[config.mk]
export PLATFORM = sky130hd
export DESIGN_NAME = uart_sample_rx
export DESIGN_NICKNAME = d
export VERILOG_FILES = /design/src/rtl/uart_sample_rx_pkg.sv /design/src/rtl/uart_rx_byte.sv /design/src/rtl/uart_sample_rx.sv
export SDC_FILE = /design/constraint.sdc
export NUM_CORES = 1
export LEC_CHECK = 0
export CAP_MARGIN = 10
export CORE_UTILIZATION = 57
export DETAILED_ROUTE_END_ITERATION = 10
export GPL_ROUTABILITY_DRIVEN = 1
export PLACE_DENSITY = 0.79
export SLEW_MARGIN = 20
export SYNTH_ARGS = -nofsm -noshare
export SYNTH_HDL_FRONTEND = slang
export SYNTH_SLANG_ARGS = --single-unit
[constraint.sdc]
create_clock -name clk -period 2.7 [get_ports clk]
set_clock_uncertainty 0.05 [all_clocks]
set_input_delay 0.81 -clock clk [delete_from_list [all_inputs] [get_ports clk]]
set_output_delay 0.81 -clock clk [all_outputs]
set_load 0.02 [all_outputs]
[src/rtl/uart_sample_rx_pkg.sv]
// Shared UART constants: receiver state codes, default bit period and sample width.
// The controller's TXD transmitter uses the same constants so both ends agree on framing.
package uart_sample_rx_pkg;

  // 50 MHz system clock / 115200 baud
  localparam int unsigned UART_CLKS_PER_BIT = 434;

  // An audio sample is always two bytes, low byte first on the wire
  localparam int unsigned UART_SAMPLE_W = 16;

  typedef enum logic [2:0] {
    UART_IDLE  = 3'd0,
    UART_START = 3'd1,
    UART_DATA  = 3'd2,
    UART_STOP  = 3'd3,
    UART_BREAK = 3'd4
  } uart_state_e;

  // Which half of the sample the next accepted byte fills
  typedef enum logic {
    PHASE_LO = 1'b0,
    PHASE_HI = 1'b1
  } byte_phase_e;

endpackage

[src/rtl/uart_rx_byte.sv]
// 8N1 byte receiver: two-flop synchroniser on the raw pin plus a mid-bit sampling FSM.
// byte_valid and frame_err are single-cycle pulses; byte_out holds the last good byte.
module uart_rx_byte
  import uart_sample_rx_pkg::*;
#(
  parameter int unsigned CLKS_PER_BIT = UART_CLKS_PER_BIT
) (
  input  logic       clk,
  input  logic       reset_key,
  input  logic       rxd,
  output logic [7:0] byte_out,
  output logic       byte_valid,
  output logic       frame_err
);

  localparam int unsigned CNT_W = $clog2(CLKS_PER_BIT);
  localparam logic [CNT_W-1:0] CNT_LAST = CNT_W'(CLKS_PER_BIT - 1);
  localparam logic [CNT_W-1:0] CNT_MID  = CNT_W'(CLKS_PER_BIT / 2 - 1);

  logic [1:0]       sync_q;
  logic             rx_s;
  uart_state_e      state_q;
  logic [CNT_W-1:0] cnt_q;
  logic [2:0]       idx_q;
  logic [7:0]       shift_q;
  logic [7:0]       byte_q;
  logic             byte_valid_q;
  logic             frame_err_q;

  // Two-flop synchroniser; resets to the idle-high line level so reset release is not a start edge
  always_ff @(posedge clk or negedge reset_key) begin
    if (!reset_key) begin
      sync_q <= 2'b11;
    end else begin
      sync_q <= {sync_q[0], rxd};
    end
  end

  assign rx_s = sync_q[1];

  // Receive FSM: detect start edge, confirm at mid start bit, then sample each bit centre
  always_ff @(posedge clk or negedge reset_key) begin
    if (!reset_key) begin
      state_q      <= UART_IDLE;
      cnt_q        <= '0;
      idx_q        <= '0;
      shift_q      <= '0;
      byte_q       <= '0;
      byte_valid_q <= 1'b0;
      frame_err_q  <= 1'b0;
    end else begin
      byte_valid_q <= 1'b0;
      frame_err_q  <= 1'b0;
      unique case (state_q)
        UART_IDLE: begin
          if (!rx_s) begin
            state_q <= UART_START;
            cnt_q   <= '0;
          end
        end
        UART_START: begin
          if (cnt_q == CNT_MID) begin
            // Still low at mid start bit: real frame; otherwise a glitch, drop it silently
            if (!rx_s) begin
              state_q <= UART_DATA;
              cnt_q   <= '0;
              idx_q   <= '0;
            end else begin
              state_q <= UART_IDLE;
            end
          end else begin
            cnt_q <= cnt_q + CNT_W'(1);
          end
        end
        UART_DATA: begin
          if (cnt_q == CNT_LAST) begin
            cnt_q          <= '0;
            shift_q[idx_q] <= rx_s;
            if (idx_q == 3'd7) begin
              state_q <= UART_STOP;
            end else begin
              idx_q <= idx_q + 3'd1;
            end
          end else begin
            cnt_q <= cnt_q + CNT_W'(1);
          end
        end
        UART_STOP: begin
          if (cnt_q == CNT_LAST) begin
            cnt_q <= '0;
            if (rx_s) begin
              byte_q       <= shift_q;
              byte_valid_q <= 1'b1;
              state_q      <= UART_IDLE;
            end else begin
              frame_err_q <= 1'b1;
              state_q     <= UART_BREAK;
            end
          end else begin
            cnt_q <= cnt_q + CNT_W'(1);
          end
        end
        UART_BREAK: begin
          // Hold here until the line recovers so a long break reports only one error
          if (rx_s) begin
            state_q <= UART_IDLE;
          end
        end
        default: begin
          state_q <= UART_IDLE;
        end
      endcase
    end
  end

  assign byte_out   = byte_q;
  assign byte_valid = byte_valid_q;
  assign frame_err  = frame_err_q;

endmodule

[src/rtl/uart_sample_rx.sv]
// UART sample receiver: pairs received bytes (low first) into 16-bit two's complement
// audio samples and offers them on a valid/ready port with a one-entry holding register.
module uart_sample_rx
  import uart_sample_rx_pkg::*;
#(
  parameter int unsigned CLKS_PER_BIT = UART_CLKS_PER_BIT,
  parameter int unsigned DATA_W       = UART_SAMPLE_W
) (
  input  logic              clk,
  input  logic              reset_key,
  input  logic              com_UART_RXD,
  output logic [DATA_W-1:0] sample_out,
  output logic              sample_valid,
  input  logic              sample_ready,
  output logic              frame_err,
  output logic              overrun
);

  logic [7:0]        byte_w;
  logic              byte_valid_w;
  logic              frame_err_w;

  byte_phase_e       phase_q, phase_d;
  logic [7:0]        lo_byte_q, lo_byte_d;
  logic [DATA_W-1:0] sample_q, sample_d;
  logic              valid_q, valid_d;
  logic              overrun_q, overrun_d;
  logic              sample_done;
  logic              reg_free;

  uart_rx_byte #(
    .CLKS_PER_BIT (CLKS_PER_BIT)
  ) u_rx_byte (
    .clk        (clk),
    .reset_key  (reset_key),
    .rxd        (com_UART_RXD),
    .byte_out   (byte_w),
    .byte_valid (byte_valid_w),
    .frame_err  (frame_err_w)
  );

  assign sample_done = byte_valid_w && (phase_q == PHASE_HI);
  // The register can take a new sample if empty or being drained this very cycle
  assign reg_free    = !valid_q || sample_ready;

  // Byte pairing, holding-register load/drain and overrun detection
  always_comb begin
    phase_d   = phase_q;
    lo_byte_d = lo_byte_q;
    sample_d  = sample_q;
    valid_d   = valid_q;
    overrun_d = 1'b0;

    // A framing error realigns pairing so the next good byte is treated as a low byte
    if (frame_err_w) begin
      phase_d = PHASE_LO;
    end else if (byte_valid_w) begin
      if (phase_q == PHASE_LO) begin
        lo_byte_d = byte_w;
        phase_d   = PHASE_HI;
      end else begin
        phase_d = PHASE_LO;
      end
    end

    if (valid_q && sample_ready) begin
      valid_d = 1'b0;
    end

    if (sample_done) begin
      if (reg_free) begin
        sample_d = {byte_w, lo_byte_q};
        valid_d  = 1'b1;
      end else begin
        overrun_d = 1'b1;
      end
    end
  end

  // State registers for the assembler and output port
  always_ff @(posedge clk or negedge reset_key) begin
    if (!reset_key) begin
      phase_q   <= PHASE_LO;
      lo_byte_q <= '0;
      sample_q  <= '0;
      valid_q   <= 1'b0;
      overrun_q <= 1'b0;
    end else begin
      phase_q   <= phase_d;
      lo_byte_q <= lo_byte_d;
      sample_q  <= sample_d;
      valid_q   <= valid_d;
      overrun_q <= overrun_d;
    end
  end

  assign sample_out   = sample_q;
  assign sample_valid = valid_q;
  assign frame_err    = frame_err_w;
  assign overrun      = overrun_q;

endmodule

# Word-level counts from Yosys, hierarchy flattened
# Index checks and enable logic that the tools add are counted.
[totals] rom_bits=0 ramBits=0 mem_count=0 in_bits=4 regBits=62 latch_bits=0
[op_classes] shift=0 n_reduce_logical=16 n_div=0 multipliers=0 n_lt_le_gt_ge=2 eq_ne=15 add_sub_neg=2 n_bitwise=2 n_mux=35
[ops] operator="$mux W3" n=11
[ops] operator="$mux W9" n=3
[ops] operator="$pmux W9 S3" n=1
[ops] operator="$mux W1" n=15
[ops] operator="$pmux W3 S5" n=1
[ops] operator="$ne A2 B1 Y1 const B" n=5
[ops] operator="$add A9 B1 Y9 const B" n=1
[ops] operator="$eq A9 B8 Y1 const B" n=1
[ops] operator="$eq A9 B9 Y1 const B" n=1
[ops] operator="$bwmux W8" n=1
[ops] operator="$eq A3 B2 Y1 const B" n=2
[ops] operator="$eq A3 B3 Y1 const B" n=2
[ops] operator="$ne A2 B2 Y1 const B" n=3
[ops] operator="$pmux W3 S2" n=1
[ops] operator="$reduce_and A3 Y1" n=2
[ops] operator="$reduce_and A6 Y1" n=1
[ops] operator="$reduce_and A5 Y1" n=1
[ops] operator="$lt A3 B4 Y1 const B" n=1
[ops] operator="$reduce_and A2 Y1" n=2
[ops] operator="$reduce_bool A2 Y1" n=2
[ops] operator="$add A3 B1 Y3 const B" n=1
[ops] operator="$demux W1 S3" n=1
[ops] operator="$eq A3 B1 Y1 const B" n=1
[ops] operator="$ge A3 B1 Y1 const B" n=1
[ops] operator="8 further kinds" n=11

# Longest topological paths before layout
# Gate-level depths: netlist of the first run.
[logic_depth] word_depth=5 depth_mapped=8 ltp_nobuf=7

# Modules after synthesis
# From an unflattened synthesis of the first run, not the netlist that was laid out.
[unflattened] cells_unflattened=229 hier_area_um2=2857.7
[modules_own_cells] module="uart_rx_byte" cells_each=168 instances=1 area_per_inst_um2=1770.4 seq_area_each_um2=878.3
[modules_own_cells] module="uart_sample_rx" cells_each=61 instances=1 area_per_inst_um2=1087.3 seq_area_each_um2=675.6

# Worst setup path after synthesis of the first run
# No wires, ideal clock.
[synth_timing] path_kind="input to register" from="input port sample_ready" to="register sample_q[10] (netlist: sample_out[10])" n_path_buf=2 t_required_ps=2525 path_stages=5 setup_slack_ps=642 arrival_ps=1884 path_cell_list="nand2b_1 -> nor2b_1 -> clkbuf_1 -> buf_2 -> mux2_2"
[synth_between] elab_chain_cells=2
[synth_lines] item="start: declaration" line_no="uart_sample_rx.sv:14" rtl="input logic sample_ready,"
[synth_lines] item="$logic_or A1 B1 Y1" line_no="uart_sample_rx.sv:44" rtl="assign reg_free = !valid_q || sample_ready;"
[synth_lines] item="$reduce_and A2 Y1 (no line)"
[synth_lines] item="end signal: assignment" line_no="uart_sample_rx.sv:91" rtl="sample_q <= sample_d;"
[synth_lines] item="end: declaration" line_no="uart_sample_rx.sv:25" rtl="logic [DATA_W-1:0] sample_q, sample_d;"
# No other way between the ends.
# A chain may end at the register's enable or synchronous reset.

# Final worst setup path of the first run
[layout_timing] from="register u_rx_byte.cnt_q[1]" to="register u_rx_byte.cnt_q[6]"
[layout_between] elab_chain_cells=3 elab_cells_between_ends=6 classes_between="add/sub: 1; eq/ne: 2; mux: 3"
[layout_lines] item="start: declaration" line_no="uart_rx_byte.sv:23" rtl="logic [CNT_W-1:0] cnt_q;"
[layout_lines] item="start signal: assignment" line_no="uart_rx_byte.sv:72" rtl="cnt_q <= cnt_q + CNT_W'(1);"
[layout_lines] item="start signal: assignment" line_no="uart_rx_byte.sv:85" rtl="cnt_q <= cnt_q + CNT_W'(1);"
[layout_lines] item="start signal: assignment" line_no="uart_rx_byte.sv:100" rtl="cnt_q <= cnt_q + CNT_W'(1);"
[layout_lines] item="$add A9 B1 Y9, or another cell as far along" line_no="uart_rx_byte.sv:72, uart_rx_byte.sv:85, uart_rx_byte.sv:100"
[layout_lines] item="$mux W9 (on tied branches)" line_no="uart_rx_byte.sv:76, uart_rx_byte.sv:89, uart_rx_byte.sv:62"
[layout_lines] item="$pmux W9 S3 (*)" line_no="uart_rx_byte.sv:54" rtl="unique case (state_q)"
# Mark *: on every way between the ends. The rest lies on a longest branch, timed or not.

==> results of run 1 <==
[worst min path at each step]
stage                         from                  end  cells past startpoint
4_1_cts        u_rx_byte.sync_q[0]  u_rx_byte.sync_q[1]                      0
3_5_place_dp   u_rx_byte.sync_q[0]  u_rx_byte.sync_q[1]                      0
2_1_floorplan  u_rx_byte.sync_q[0]  u_rx_byte.sync_q[1]                      0
5_1_grt        u_rx_byte.sync_q[0]  u_rx_byte.sync_q[1]                      0
6_report       u_rx_byte.sync_q[0]  u_rx_byte.sync_q[1]                      0
3_3_place_gp   u_rx_byte.sync_q[0]  u_rx_byte.sync_q[1]                      0
[state kept, by name, summed over array words and instances, names as in the netlist]
signal                cells
sample_out               16
u_rx_byte.cnt_q           9
lo_byte_q                 8
u_rx_byte.byte_out        8
u_rx_byte.shift_q         8
u_rx_byte.idx_q           3
u_rx_byte.state_q         3
u_rx_byte.sync_q          2
overrun                   1
phase_q                   1
sample_valid              1
u_rx_byte.byte_valid      1
u_rx_byte.frame_err       1
[placed cells by master (no fill, tap or decap), types with 9 or more instances in the layout]
cell type,instances
clkbuf_8,9
nand2_1,16
o21ai_0,14
clkdlybuf4s50_1,21
dfrtp_1,60
mux2_2,40
nor2_1,13
[logic make-up after synthesis]
kind of cell | after synthesis
DFF | 62
muxes | 41
AOI/OAI and AO/OA | 31
xor gates and xnor gates | 3
adders and majority gates | 5
buffers and inverters | 14
and+or+nand+nor | 64
[power breakdown]
part	switching, W	leakage [nW]	internal (W)
Clock	0.000389	0.127	0.000629
Combinational	0.0000199	0.603	0.00000686
Sequential	0.00000261	0.845	0.000931
Total	0.000412	1.57	0.00157
[stage by stage]
step           hold WS [ns]  power, W  cell area [sq um]
2_1_floorplan         0.295  0.000954               2770
4_1_cts               0.308   0.00200               3280
6_report              0.308   0.00198               3280
5_1_grt               0.313   0.00205               3280
3_3_place_gp          0.296  0.000980               3030
3_5_place_dp          0.297  0.000980               3030
[synthesized netlist by cell type, types with 2 or more instances]
library cell and instances:
nor3b_2 3, nor3_1 5, mux2_2 40, a32o_1 2, buf_4 2, inv_1 4
a21o_1 5, nand3_1 5, buf_2 3, clkbuf_1 5, dfstp_2 2, nand2_1 16
nor2b_1 2, a21oi_1 2, and2_1 2, ha_1 5, nor3b_1 2, o21ai_0 14
dfrtp_1 60, xor2_1 2, nor2_1 13, nand3b_1 2
[layout make-up]
type / count / share of cell area [%]
Sequential cell: 62 / 47.4
Multi-Input combinational cell: 144 / 35.1
Timing Repair Buffer: 24 / 7.41
Clock inverter: 7 / 3.89
Clock buffer: 9 / 3.78
Tap cell: 52 / 1.99
Inverter: 4 / 0.458
[layer usage]
layer	GRT usage (%)	up-vias
met4	10.0	0
met2	30.9	33
met5	0	-
li1	-	836
met1	30.8	873
met3	5.91	11
==> out/metrics.csv, run 1 <==
stage,metric,value,unit
sta,fin_crit_sh,82.1,%
floorplan,fp-row-count,24,
status,status,"finished, final reports clean",
finish,drive_gt1_share,27.6,%
setup_path,path_buf_inv,1,
detailed_routing,drt-met1-wl,2.27,mm
setup_path,worstSetupPathType,reg2reg,
clocking,cts_resized,0,
setup_path,end_kind,register,
detailed_routing,ant_nets,0,
setup_path,crit_fanout,15,
job,max_cap_violations,0,
detailed_routing,drt_wl_total,4.62,mm
logic_synthesis,async_flop_share,100,%
clocking,cts_tree,yes,
logic_synthesis,synth_cells,220,
finish,multiInputGateArea,0.00115,sq mm
setup_path,cp.depth,7,
finish,fillers,312,
place,gp_congestion,0.847,
detailed_routing,routed_via_density,5.80,
detailed_routing,route.met2.wl,2.11,mm
floorplan,core,0.00450,sq mm
logic_synthesis,synth_fa_ha_area_share,2.26,%
detailed_routing,routedWlPerCell,15.3,um
power_and_ir_drop,p_per_area,604,mW/mm^2
setup_path,rr_startpoint,u_rx_byte.cnt_q[1],
setup_path,critical_path.startpoint,u_rx_byte.cnt_q[1],
logic_synthesis,syn_nets,229,
detailed_routing,firstDrtPassIters,4,
clocking,cts_setup_buffers,0,
sta,rsz0062_at_grt,no,
floorplan,start_util,61.4,%
setup_path,critical_path_arrival,2.41,ns
setup_path,path_cells,inv_1 -> ha_1 -> and4b_1 -> nand2_1 -> a21oi_2 -> o21ai_0 -> a21o_1,
logic_synthesis,synthMuxAreaShare,16.6,%
clocking,cts.sinks,62,
logic_synthesis,ys_ff_latch,62,
place,dp_cells,286,
clocking,cts_root_buf,clkbuf_8,
place,post-place-ws,0.364,ns
logic_synthesis,synth.largest_area_cell,dfrtp_1,
clocking,clkTransAtPathRegs,0.08,ns
detailed_routing,vias,1753,
setup_path,max_stage_delay,0.57,ns
floorplan,boundaryPins,23,
floorplan,fp.dieW,71.7,um
finish,seq_area,0.00155,sq mm
clocking,clkLatencyLatePin,0.34,ns
setup_path,cp_top_family,compound AO/OA/AOI/OAI gates,
sta,final-max-slew-violation-count,0,
detailed_routing,drt_iter0_drc,90,
setup_path,regToRegEndpoint,u_rx_byte.cnt_q[6],
grt,grt_remaining_overflow,0,
logic_synthesis,synth_top_family_by_area,multiplexers,
power_and_ir_drop,power_leakage,1.57,nW
logic_synthesis,synthXorXnorAreaFrac,0.950,%
logic_synthesis,ys_types,46,
power_and_ir_drop,ir_drop,0.407,mV
logic_synthesis,yosysSeqAreaShare,56.2,%
floorplan,fp.dieH,71.7,um
setup_path,critPathSlowestCell,a21oi_2,
sta,setup_slack,0.482,ns
finish,finalNonFillerCells,302,
sta,timing.final.crit_period,2.22,ns
finish,antenna_cells,0,
logic_synthesis,synth_top_cell_area_share,54.3,%
logic_synthesis,yosys_warnings,0,
finish,fin_nets,254,
finish,final_util,72.8,%
logic_synthesis,yosys_most_used_dff,dfrtp_1,
detailed_routing,highest-signal-layer,met4,
detailed_routing,wl_met3,136,um
grt,grt.total_usage,21.6,%
setup_path,crit_end,u_rx_byte.cnt_q[6],
worst_hold_path,hold_class,reg2reg,
detailed_routing,drc,0,
setup_path,worst-r2r-cell-count,7,
logic_synthesis,synth_edf_count,0,
sta,hold_viol,0,
setup_path,worst-r2r-setup-slack,0.48,ns
finish,syn_to_final_growth,18.5,%
sta,setup_viol,0,
sta,worstMarginPinSlew,0.743,ns
place,io_buffer_count,22,
sta,setup-tns-final,0,ns
grt,grt_pass1_vias,1781,
logic_synthesis,synthTopCellsByArea,"dfrtp_1 (54%), mux2_2 (16%), o21ai_0 (2.5%)",
sta,maxSlewHeadroom,50.2,%
setup_path,cp.required,2.89,ns
logic_synthesis,syn_area,0.00277,sq mm
clocking,htreeDepth,3,
clocking,cts_buffers,9,
logic_synthesis,synth-simple-area-share,14.4,%
logic_synthesis,syn_avg_cell_area,12.6,sq um
clocking,ctsHoldBuffers,0,
sta,max_freq,451,MHz
logic_synthesis,synth_compound_area_share,7.28,%
setup_path,start_kind,register,
grt,grt_pass1_wl,8.35,mm
grt,grt_max_degree,43,
grt,antenna_found_initial,0,
place,dp_hpwl,3.03,mm
clocking,cts_buffer_depth,2,
floorplan,die_area,0.00514,sq mm
(Power assumes the default switching activity.)
==> run 2: changes to the inputs <==
==> constraint.sdc (replaced) <==
create_clock -name clk -period 2.1 [get_ports clk]
set_clock_uncertainty 0.05 [all_clocks]
set_input_delay 0.63 -clock clk [delete_from_list [all_inputs] [get_ports clk]]
set_output_delay 0.63 -clock clk [all_outputs]
set_load 0.02 [all_outputs]
==> run 2 against run 1 <==
  * First-iteration DRC count is 53% higher
  * Core utilization decreased by 0.17 points
  * Non-clock buffer count grew 9
  * Global-route usage is 0.072 points higher
  * Sequential power rose by 29%
  * Worst hold slack lost 0.14 ns
  * Critical path depth shrank 6
  * Final area decreased by 0.23%
  * Via count grew 1.3%
  * Clock-buffer cell count increased by 2
  * Power grew 8.8%
  * Critical endpoint is now frame_err
  * Largest power group is now registers
==> out/metrics.csv, run 2 (synthesis results as in run 1) <==
stage,metric,value,unit,change
setup_path,cp.depth,1,,was 7
detailed_routing,drt_wl_total,4.86,mm,was 4.62 mm
detailed_routing,routedWlPerCell,15.6,um,was 15.3 um
setup_path,critical_path_arrival,1.36,ns,was 2.41 ns
finish,final_common_cell,dfrtp_1,,unchanged
finish,fillers,296,,was 312
clocking,cts_buffer_depth,2,,unchanged
floorplan,fp-row-count,24,,unchanged
clocking,clkLatencyLatePin,0.34,ns,about the same
clocking,cts_resized,0,,unchanged
power_and_ir_drop,ir_drop,0.485,mV,was 0.407 mV
place,dp_hpwl,3.26,mm,was 3.03 mm
power_and_ir_drop,power.switching,0.000487,W,was 0.000412 W
grt,grt_max_degree,47,,was 43
sta,rsz0062_at_grt,no,,unchanged
setup_path,worstSetupPathType,reg2out,,was reg2reg
sta,timing.final.crit_period,2.04,ns,
finish,fin_nets,263,,was 254
setup_path,cp.required,1.42,ns,was 2.89 ns
place,io_buffer_count,22,,unchanged
finish,drive_gt1_share,29.7,%,was 27.6%
sta,hold_viol,0,,unchanged
floorplan,boundaryPins,23,,unchanged
sta,worstMarginPinSlew,0.414,ns,was 0.743 ns
finish,largest_register_ffs,16,,unchanged
detailed_routing,ant_nets,0,,unchanged
power_and_ir_drop,p_comb_share,1.6,%,was 1.4%
power_and_ir_drop,p_sw_share,22.6,%,was 20.8%
clocking,cts_buffers,9,,unchanged
clocking,cts.sinks,62,,unchanged
finish,syn_to_final_growth,18.2,%,was 18.5%
grt,grt_remaining_overflow,0,,unchanged
finish,multiInputGateArea,0.00115,sq mm,unchanged
power_and_ir_drop,p_total,0.00215,W,was 0.00198 W
clocking,htreeDepth,3,,unchanged
floorplan,fp.dieH,71.7,um,unchanged
setup_path,max_stage_delay,0.63,ns,was 0.57 ns
clocking,clkTransAtPathRegs,0.06,ns,was 0.08 ns
worst_hold_path,hold_class,in2async,,was reg2reg
setup_path,path_cells,clkdlybuf4s50_1,,was inv_1 -> ha_1 -> and4b_1 -> nand2_1 -> a21oi_2 -> o21ai_0 -> a21o_1
setup_path,end_kind,output port,,was register
sta,maxSlewHeadroom,72.4,%,was 50.2%
setup_path,start_kind,register,,unchanged
sta,fin_crit_sh,97.0,%,
detailed_routing,drc,0,,unchanged
finish,seq_area,0.00155,sq mm,unchanged
power_and_ir_drop,pwr-share-clk,42.6,%,was 51.5%
grt,antenna_found_initial,0,,unchanged
setup_path,cp_top_family,buffers and inverters,,was compound AO/OA/AOI/OAI gates
setup_path,crit_fanout,3,,was 15
setup_path,critPathSlowestCell,clkdlybuf4s50_1,,was a21oi_2
clocking,cts_tree,yes,,unchanged
grt,grt_pass1_vias,1714,,was 1781
status,status,"finished, final reports clean",,unchanged
detailed_routing,vias,1775,,was 1753
power_and_ir_drop,p_per_area,659,mW/mm^2,was 604 mW/mm^2
setup_path,worst-r2r-cell-count,6,,was 7
power_and_ir_drop,intPower,0.00167,W,was 0.00157 W
grt,grt.total_usage,21.6,%,about the same
clocking,ctsHoldBuffers,0,,unchanged
place,gp_congestion,0.813,,was 0.847
detailed_routing,drt_iter0_drc,138,,was 90
setup_path,path_buf_inv,1,,unchanged
place,dp_cells,295,,was 286
sta,max_freq,491,MHz,
clocking,cts_setup_buffers,0,,unchanged
sta,setup_viol,0,,unchanged
job,max_cap_violations,0,,unchanged
finish,final_cell_mix,"dfrtp_1 (60), mux2_2 (40), clkdlybuf4s50_1 (21)",,unchanged
floorplan,start_util,61.4,%,unchanged
clocking,cts_root_buf,clkbuf_8,,unchanged
detailed_routing,routed_via_density,5.71,,was 5.80
power_and_ir_drop,p_seq_share,55.8,%,was 47.2%
floorplan,die_area,0.00514,sq mm,unchanged
detailed_routing,firstDrtPassIters,4,,unchanged
sta,final-max-slew-violation-count,0,,unchanged
floorplan,core,0.00450,sq mm,unchanged
finish,antenna_cells,0,,unchanged
floorplan,fp.dieW,71.7,um,unchanged
finish,finalNonFillerCells,311,,was 302
grt,grt_pass1_wl,8.27,mm,was 8.35 mm
power_and_ir_drop,power_leakage,1.59,nW,was 1.57 nW
-- run 2: power by group through the flow --
stage               Sequential [W]  Combinational [W]  Clock [W]
floorplan                  0.00122         0.00000538          0
global route               0.00120          0.0000407   0.000977
CTS                        0.00120          0.0000371   0.000929
detailed placement         0.00122          0.0000366          0
finish                     0.00120          0.0000348   0.000917
global placement           0.00122          0.0000366          0
-- run 2: stage by stage --
stage | setup WS [ns] | hold WS [ns] | instance area (sq um) | TNS [ns] | utilization, %
floorplan | 0.207 | 0.284 | 2770 | 0 | -
global placement | -0.0109 | 0.296 | 3090 | -0.156 | 68.7
detailed placement | -0.0713 | 0.300 | 3090 | -0.905 | 68.7
CTS | 0.0499 | 0.184 | 3270 | 0 | 72.6
global route | 0.0188 | 0.200 | 3270 | 0 | 72.6
finish | 0.0639 | 0.169 | 3270 | 0 | 72.6
-- run 2: final timing paths --
path	startpoint	endpoint	slack (ns)
max	u_rx_byte.frame_err	frame_err	0.06
min	reset_key	u_rx_byte.cnt_q[3]	0.17
max reg2reg	u_rx_byte.cnt_q[0]	u_rx_byte.shift_q[1]	0.16
min reg2reg	u_rx_byte.sync_q[0]	u_rx_byte.sync_q[1]	0.31
max in group asynchronous	reset_key	sample_out[7]	1.27
min in group clk	u_rx_byte.sync_q[0]	u_rx_byte.sync_q[1]	0.31
-- run 2: layout make-up --
cell class	instances	share of cell area [%]
well taps	52	1.99
flip-flops and latches	62	47.5
clock inverters	5	1.07
repair buffers	33	9.49
clock buffers	11	4.32
multi-input cells	144	35.1
inverters	4	0.459
-- run 2: metal layers --
layer | global-route usage (%) | vias to the layer above | routed length (um)
li1 | - | 858 | -
met1 | 30.4 | 870 | 2340
met2 | 30.8 | 37 | 2230
met3 | 5.20 | 10 | 182
met4 | 12.6 | 0 | 115
met5 | 0 | - | 0
==> RTL edit, RTL diff (settings of run 1) <==
Re-encode `uart_state_e` (5 states) as one-hot, 5 bits wide.
--- a/src/rtl/uart_sample_rx_pkg.sv
+++ b/src/rtl/uart_sample_rx_pkg.sv
@@ -8,12 +8,12 @@
   // An audio sample is always two bytes, low byte first on the wire
   localparam int unsigned UART_SAMPLE_W = 16;
 
-  typedef enum logic [2:0] {
-    UART_IDLE  = 3'd0,
-    UART_START = 3'd1,
-    UART_DATA  = 3'd2,
-    UART_STOP  = 3'd3,
-    UART_BREAK = 3'd4
+  typedef enum logic [4:0] {
+    UART_IDLE  = 5'b00001,
+    UART_START = 5'b00010,
+    UART_DATA  = 5'b00100,
+    UART_STOP  = 5'b01000,
+    UART_BREAK = 5'b10000
   } uart_state_e;
 
   // Which half of the sample the next accepted byte fills
Behaviour: same outputs for any inputs over 10 cycles, from zero or initial values and one cycle with reset_key low; not proved beyond that.
==> RTL edit against run 1 <==
Sequential cell count up 2. Synthesized area rose by 7.6%. Via count up 14%. Global-route usage is 1.1 points higher. Final cell count up 16%. Final area increased by 7.7%. Wire length grew 18%. Utilization decreased by 0.44 points. Worst setup slack worse by 0.11 ns.
Power is not compared: it rests on default switching activity, and its combinational part moved more than twofold at a synthesized area within 25%.
==> RTL edit: results <==
[logic_synthesis]
muxShareOfSynthArea_pct = 16.55
synth_cell_types = 51
netlist_top_cells_count = 61 x dfrtp_1, 41 x mux2_2, 11 x nor2_1
ys_seq_area_share_pct = 53.91
synth_fa_ha_area_share_pct = 2.101
syn_nets = 255
synth_compound_area_share_pct = 9.622
synth_xor_area_share_pct = 1.176

[run_status]
status = completed

[placed_design]
post-dp-hpwl_um = 3731
place_ws_ns = 0.3673
place.gp.congestion = 0.9244

[grt]
grt_usage_pct = 22.63
grt_pass1_wl_um = 9321
grt_max_degree = 46

[sta]
tightest_slew_ns = 0.4875

[final_layout]
layout.nets = 286
n_fill_cell = 359
drive_gt1_share_pct = 27.30

[clock_tree]
cts-buffers-inserted = 9
insertion_delay_ns = 0.33
clk_pin_slew_ns = 0.07
h-tree-depth = 3

[critical_path]
worstPathMaxFanout = 11
worstPathArrival_ns = 2.53

[route]
drtIter0Drc = 132
route.vias.total = 2004
avgRoutedWirePerCell_um = 15.55
-- RTL edit: changes by cell type after synthesis, moves of 3 or more --
cell	run 1	this run
or3_1	0	5
a31oi_1	0	4
a21o_1	5	0
o21ai_0	14	8
nor3b_1	2	5
nand3_1	5	10
and3_1	0	5
o22ai_1	1	4
inv_1	4	10
nand2_1	16	10
nand4_1	0	3
-- RTL edit: cell type report --
type	instances	share of cell area, %
clock buffers	10	3.901
clock inverters	6	2.589
inverters	10	1.064
multi-input cells	162	36.42
flip-flops and latches	64	45.50
well taps	67	2.376
repair buffers	30	8.156
-- RTL edit: path summary, 6_finish.rpt --
path / from / end / slack [ns] / cells past startpoint
max reg2reg: u_rx_byte.state_q[3]$_DFFE_PN0P_ / u_rx_byte.cnt_q[8]$_DFFE_PN0P_ / 0.38 / 6
min reg2reg: u_rx_byte.sync_q[0]$_DFF_PN1_ / u_rx_byte.sync_q[1]$_DFF_PN1_ / 0.31 / 0
min in group asynchronous: reset_key / u_rx_byte.cnt_q[4]$_DFFE_PN0P_ / 0.38 / 1
max: u_rx_byte.state_q[3]$_DFFE_PN0P_ / u_rx_byte.cnt_q[8]$_DFFE_PN0P_ / 0.38 / 6
min: u_rx_byte.sync_q[0]$_DFF_PN1_ / u_rx_byte.sync_q[1]$_DFF_PN1_ / 0.31 / 0
max in group asynchronous: reset_key / u_rx_byte.state_q[0]$_DFFE_PN1P_ / 1.58 / 2
-- RTL edit: metrics by stage --
stage / hold slack, ns / util, % / cells / area [um^2]
6_report: 0.3071 / 72.31 / 349 / 3528
5_1_grt: 0.3158 / 72.31 / 349 / 3528
4_1_cts: 0.3072 / 72.31 / 349 / 3528
3_5_place_dp: 0.2972 / 67.62 / 333 / 3299
3_3_place_gp: 0.2965 / 67.62 / 333 / 3299
2_1_floorplan: 0.2952 / - / 246 / 2978
-- RTL edit: power breakdown --
part	switching [W]	internal, W
Combinational	0.000447	0.000378
Clock	0.000366	0.000548
Sequential	0.000132	0.00104
-- RTL edit: logic make-up after synthesis --
family	Yosys count
and+or+nand+nor	72
xor gates and xnor gates	4
AOI/OAI and AO/OA	37
DFF	64
adders and majority gates	5
muxes	44
buffers and inverters	20
-- RTL edit: critical path, stage by stage, from the launching register on --
cell and delay (ns):
dfrtp_1 0.50, or4b_1 0.69, a211oi_2 0.35, a221oi_2 0.07
buf_4 0.17, or3_1 0.34, nand3_1 0.08
-- RTL edit: metal layers --
layer / up-vias / track usage, % / part of all wire (%)
met1: 986 / 32.13 / 47
met2: 55 / 33.84 / 47
met5: - / 0 / 0
met3: 6 / 4.472 / 4.7
met4: 0 / 10.48 / 1.0
li1: 957 / - / -
